[config.mk]
export PLATFORM = sky130hd
export DESIGN_NAME = hazard_controller
export DESIGN_NICKNAME = d
export VERILOG_FILES = /design/src/rtl/cpu_pkg.sv /design/src/rtl/fwd_sel.sv /design/src/rtl/hazard_controller.sv
export SDC_FILE = /design/constraint.sdc
export NUM_CORES = 1
export LEC_CHECK = 0
export BUFFER_PORTS_ARGS = -buffer_cell sky130_fd_sc_hd__buf_2
export CAP_MARGIN = 15
export CORE_MARGIN = 3
export CORE_UTILIZATION = 55
export CTS_BUF_LIST = sky130_fd_sc_hd__clkbuf_8 sky130_fd_sc_hd__clkbuf_16
export DETAILED_ROUTE_END_ITERATION = 7
export GPL_ROUTABILITY_DRIVEN = 0
export PLACE_DENSITY = 0.82
export SYNTH_ARGS = -nofsm -noshare
export SYNTH_HDL_FRONTEND = slang
export SYNTH_SLANG_ARGS = --single-unit
export TNS_END_PERCENT = 20
[constraint.sdc]
create_clock -name clk -period 3.1 [get_ports clk]
set_clock_uncertainty 0.05 [all_clocks]
set_input_delay 0.62 -clock clk [delete_from_list [all_inputs] [get_ports clk]]
set_output_delay 0.62 -clock clk [all_outputs]
set_load 0.01 [all_outputs]
[src/rtl/cpu_pkg.sv]
// cpu_pkg: shared register-index width and forwarding-select encodings
package cpu_pkg;
  localparam int REG_W = 5;
  typedef enum logic [1:0] {
    FWD_RF   = 2'd0,
    FWD_EALU = 2'd1,
    FWD_MALU = 2'd2,
    FWD_MDO  = 2'd3
  } fwd_t;
endpackage

[src/rtl/fwd_sel.sv]
// fwd_sel: forwarding source select for one ID-stage register operand
// use/s: operand read enable and index; e_*/m_*: EX and MEM shadow entries; sel: mux select
module fwd_sel
  import cpu_pkg::*;
(
  input  logic             use_s,
  input  logic [REG_W-1:0] s,
  input  logic             e_wreg,
  input  logic             e_m2reg,
  input  logic [REG_W-1:0] e_dest,
  input  logic             m_wreg,
  input  logic             m_m2reg,
  input  logic [REG_W-1:0] m_dest,
  output logic [1:0]       sel
);
  logic hit;
  always_comb begin
    hit = use_s && (s != '0);
    sel = (hit && e_wreg && !e_m2reg && e_dest == s) ? FWD_EALU :
          (hit && m_wreg && m_dest == s) ? (m_m2reg ? FWD_MDO : FWD_MALU) : FWD_RF;
  end
endmodule

[src/rtl/hazard_controller.sv]
// hazard_controller: load-use stall, bubble and forwarding control beside the ID stage
// hold: global freeze; d_*: decoded ID instruction; wpcir: PC/IF-ID enable;
// bubble: zero ID/EX control bits; fwda/fwdb: qa/qb selects; stall_cnt: saturating stall count
module hazard_controller
  import cpu_pkg::*;
#(
  parameter int CNT_W = 16
) (
  input  logic             clk,
  input  logic             rst,
  input  logic             hold,
  input  logic             d_valid,
  input  logic [REG_W-1:0] d_rs,
  input  logic [REG_W-1:0] d_rt,
  input  logic             d_use_rs,
  input  logic             d_use_rt,
  input  logic             d_wreg,
  input  logic             d_m2reg,
  input  logic [REG_W-1:0] d_dest,
  output logic             wpcir,
  output logic             bubble,
  output logic [1:0]       fwda,
  output logic [1:0]       fwdb,
  output logic [CNT_W-1:0] stall_cnt
);
  logic             e_wreg, e_m2reg, m_wreg, m_m2reg, stall;
  logic [REG_W-1:0] e_dest, m_dest;
  always_comb begin
    stall  = d_valid && !hold && e_wreg && e_m2reg && (e_dest != '0) &&
             ((d_use_rs && e_dest == d_rs) || (d_use_rt && e_dest == d_rt));
    wpcir  = !stall && !hold;
    bubble = stall || !d_valid;
  end
  fwd_sel u_fwd_a (
    .use_s(d_use_rs), .s(d_rs),
    .e_wreg(e_wreg), .e_m2reg(e_m2reg), .e_dest(e_dest),
    .m_wreg(m_wreg), .m_m2reg(m_m2reg), .m_dest(m_dest),
    .sel(fwda)
  );
  fwd_sel u_fwd_b (
    .use_s(d_use_rt), .s(d_rt),
    .e_wreg(e_wreg), .e_m2reg(e_m2reg), .e_dest(e_dest),
    .m_wreg(m_wreg), .m_m2reg(m_m2reg), .m_dest(m_dest),
    .sel(fwdb)
  );
  always_ff @(posedge clk) begin
    if (rst) begin
      e_wreg    <= 1'b0;
      e_m2reg   <= 1'b0;
      e_dest    <= '0;
      m_wreg    <= 1'b0;
      m_m2reg   <= 1'b0;
      m_dest    <= '0;
      stall_cnt <= '0;
    end else if (!hold) begin
      m_wreg    <= e_wreg;
      m_m2reg   <= e_m2reg;
      m_dest    <= e_dest;
      e_wreg    <= d_wreg && !bubble;
      e_m2reg   <= d_m2reg && !bubble;
      e_dest    <= d_dest;
      stall_cnt <= (stall && !(&stall_cnt)) ? stall_cnt + 1'b1 : stall_cnt;
    end
  end
endmodule
==> results.md <==
- Drt wl/cell: ~14 µm
- Die width: around 64 µm
- Share of layout cells above drive strength 1: 27.9%
- Post-Syn Nets: between 200 and 250
- Hold Crit Depth: 2
- Switching power: about 210 µW
- Total track usage: roughly 22%
- IO buf count: 44
- Antenna Violating Nets Remaining: 0
- Slew margin rel.: between 50 and 60%
- Die height: between 60 and 70 µm
- Int Power: 657 µW
- CP peak stage delay: roughly 510 ps
- GRT Residual Overflow: 0
- Boundary Pins: 45
- Post-DP Area: just over 2000 µm²
- Area of the mapped netlist: between 1500 and 2000 µm²
- First-pass GRT wire length: 7.17 mm
- Yosys top cell area share: between 30% and 40%
- Worst hold start: e_m2reg$_SDFFE_PP0N_
- Max VDD drop: just over 300 µV
- Top Family by Delay on Critical Path: simple AND/OR/NAND/NOR gates
- # diodes: 0
- Root buf cell: clkbuf_8
- Site Rows: 20
- Leakage power: between 0.0008 and 0.0009 µW
- Clock sinks: 30
- Insertion delay of the later-clocked pin in the worst-skew pair: ~280 ps
- Combinational power share: 10.1%
- Hold WC Path Type: flip-flop to flip-flop
- Worst r2r src: stall_cnt[1]$_SDFFE_PP0P_
- Vias post-DR: around 1.7k
- Worst-Margin Slew: 670 ps
- Setup TNS: 0 ps
- Initial Utilization: slightly below 60%
- Sequential share of the synthesized area: between 30% and 40%
- Post-CTS Setup Inserts: 0
- Vias/cell: 5.72
- Iter 0 DRT Violations: 85
- Pwr Total: approximately 860 µW
- Yosys top cell by area: dfxtp_1
- Hold Buf Count CTS: 0
- DIE AREA: just over 4000 µm²
- # fillers: approximately 250
- Fmax: between 300 and 400 MHz
- Worst-case reg-to-reg path depth: 6
- Unique masters post-synth: 44
- Critical Path End Type: output port
- Critical path class: input pin to output port
- Ys flop type: dfxtp_1
- CP max stage cell: or4_1
- CTS tree: built
- Antenna violations before repair: 0
- Clock tree buffer depth: 2
- Asr flop ratio synth: 0%
- Core footprint: approximately 3100 µm²
- Nature of the critical path startpoint: input pin
- Synthesized instance count: 210
- Tmin final: between 2000 and 3000 ps
- Sw frac: around a quarter
- DRC Markers: 0
- Reg power frac: 46.9%
- Vias in the first global route: approximately 1.5k
- Hold EP: e_m2reg$_SDFFE_PP0N_
- Post-cts gate resize count: 0
- Worst Path Required: approximately 2400 ps
- Post-route cell area: around 2200 µm²
- Average size of a mapped cell: approximately 9 µm²
- Area occupied by multi-input gates: 1150 µm²
- Largest net degree at the start of global routing: 40
- Crit path buf inv count: 2
- Final setup vio count: 0
- Area contributors post-synth: dfxtp_1 (32%), xnor2_1 (7.5%), mux2i_1 (5.9%), or4_1 (4.8%), nor2_1 (4.4%)
- Syn-to-layout area delta: 16.3%
- Total Wirelength: approximately 4.2 mm
- Syn. warnings: 0
- Post-DP HPWL: 2.98 mm
- # nets final: between 200 and 300
- Clock transition at path regs: approximately 60 ps
- Crit path DAT: 2050 ps
- PwrDens: approximately 400 nW/µm²
- TritonCTS Buffers: 5
- #FFs+latches synth: 30
- Result of the run: finished, final reports clean
- End of the worst register-to-register path: stall_cnt[7]$_SDFFE_PP0P_
- R2R setup slack: between 700 and 800 ps
- Slew Limit Fails: 0
- Final Cycle Share: 87.8%
- MaxCap Viol Count: 0
- Clock power share: between 40% and 50%
- RSZ-0062 raised after global routing: false
- Post-synth EDFFs: 0
- Final hold vios: 0
- Worst-path cell chain: buf_2 > or4_1 > o21ai_0 > nor3_1 > nor3_1 > buf_2
- DR pass1 iterations: 4
- Max H-tree Level: 2
- Sequential cell area: about 600 µm²
- CP max FO: 3
final cells by class:
type	count	share of cell area, %
clock buffer	8	5.09
inverter	5	0.867
multi-input combinational	163	53.2
sequential	30	27.7
tap	44	2.54
timing repair buffer	45	10.5
layout by cell type, fill, tap and decap left out, types with 5 or more instances in the layout:
cell type	synthesis	final
dfxtp_1	30	30
mux2_4	5	5
nand4_1	5	5
xnor2_1	16	16
buf_2	3	44
mux2i_1	11	11
nand3_1	11	11
inv_1	5	5
nand2_1	9	9
nor2b_1	9	9
clkbuf_8	0	8
o31ai_1	6	6
nor2_1	22	22
o21ai_0	5	5
or4_1	12	12
a21oi_1	10	10
worst max path at each step:
| stage | from | end | slack [ps] | cells after the start |
|---|---|---|---|---|
| 2_1_floorplan | d_rt[0] | fwdb[1] | 640 | 4 |
| 3_3_place_gp | d_rt[0] | fwdb[1] | 490 | 6 |
| 3_5_place_dp | d_rt[0] | fwdb[1] | 400 | 6 |
| 4_1_cts | d_rt[0] | fwdb[1] | 400 | 6 |
| 5_1_grt | d_rt[0] | fwdb[1] | 170 | 6 |
| 6_report | d_rt[0] | fwdb[1] | 380 | 6 |
logic make-up after synthesis:
logic type	share of synthesized area (%)
and+or+nand+nor	30.1
AOI/OAI and AO/OA	11.8
DFF	32.3
xor gates and xnor gates	9.41
buffers and inverters	5.78
muxes	9.95
adders and majority gates	0.672
power groups by stage:
stage	logic [µW]	clock network, µW	registers, µW
6_report	87.1	372	404
5_1_grt	96.9	395	406
4_1_cts	87.1	378	404
3_5_place_dp	86.5	0	413
3_3_place_gp	85.0	0	413
2_1_floorplan	59.1	0	409
per-stage QoR:
stage	cells	setup WS, ps	hold WS, ps	utilization, %
after floorplan	210	643	407	-
after CTS	295	402	449	69.2
final	295	380	447	69.2
after global routing	295	172	467	69.2
after global placement	287	488	430	65.7
after detailed placement	287	402	440	65.7
registers in the layout (all words and copies together), names as in the netlist:
signal / flops
e_dest: 5
e_m2reg: 1
e_wreg: 1
m_dest: 5
m_m2reg: 1
m_wreg: 1
stall_cnt: 16
per-layer routing:
metal  vias up  wire length, µm  GRT usage, %
li1        844                -             -
met1       791             1970          28.5
met2        46             1940          34.3
met3         7              257          5.80
met4         0               71          9.23
met5         -                0             0
cell usage after synthesis (all sizes together) (5+ instances only):
library cell / instances
or3: 5
inv: 5
nand4: 6
nor2: 22
o31ai: 7
a21oi: 10
nor3: 6
mux2i: 11
o21ai: 8
or4: 12
nand2: 9
mux2: 5
buf: 9
nor2b: 9
xnor2: 16
nand3: 12
nor4: 6
dfxtp: 30
worst reg2reg max path: stages (launching register included):
cell and delay [ps]:
dfxtp_1 430, ha_1 290, nand2_1 110, or3_1 390, o21ai_4 510, nor4_2 130, mux2_4 320
Note: power is estimated with default switching activity, not from simulation.
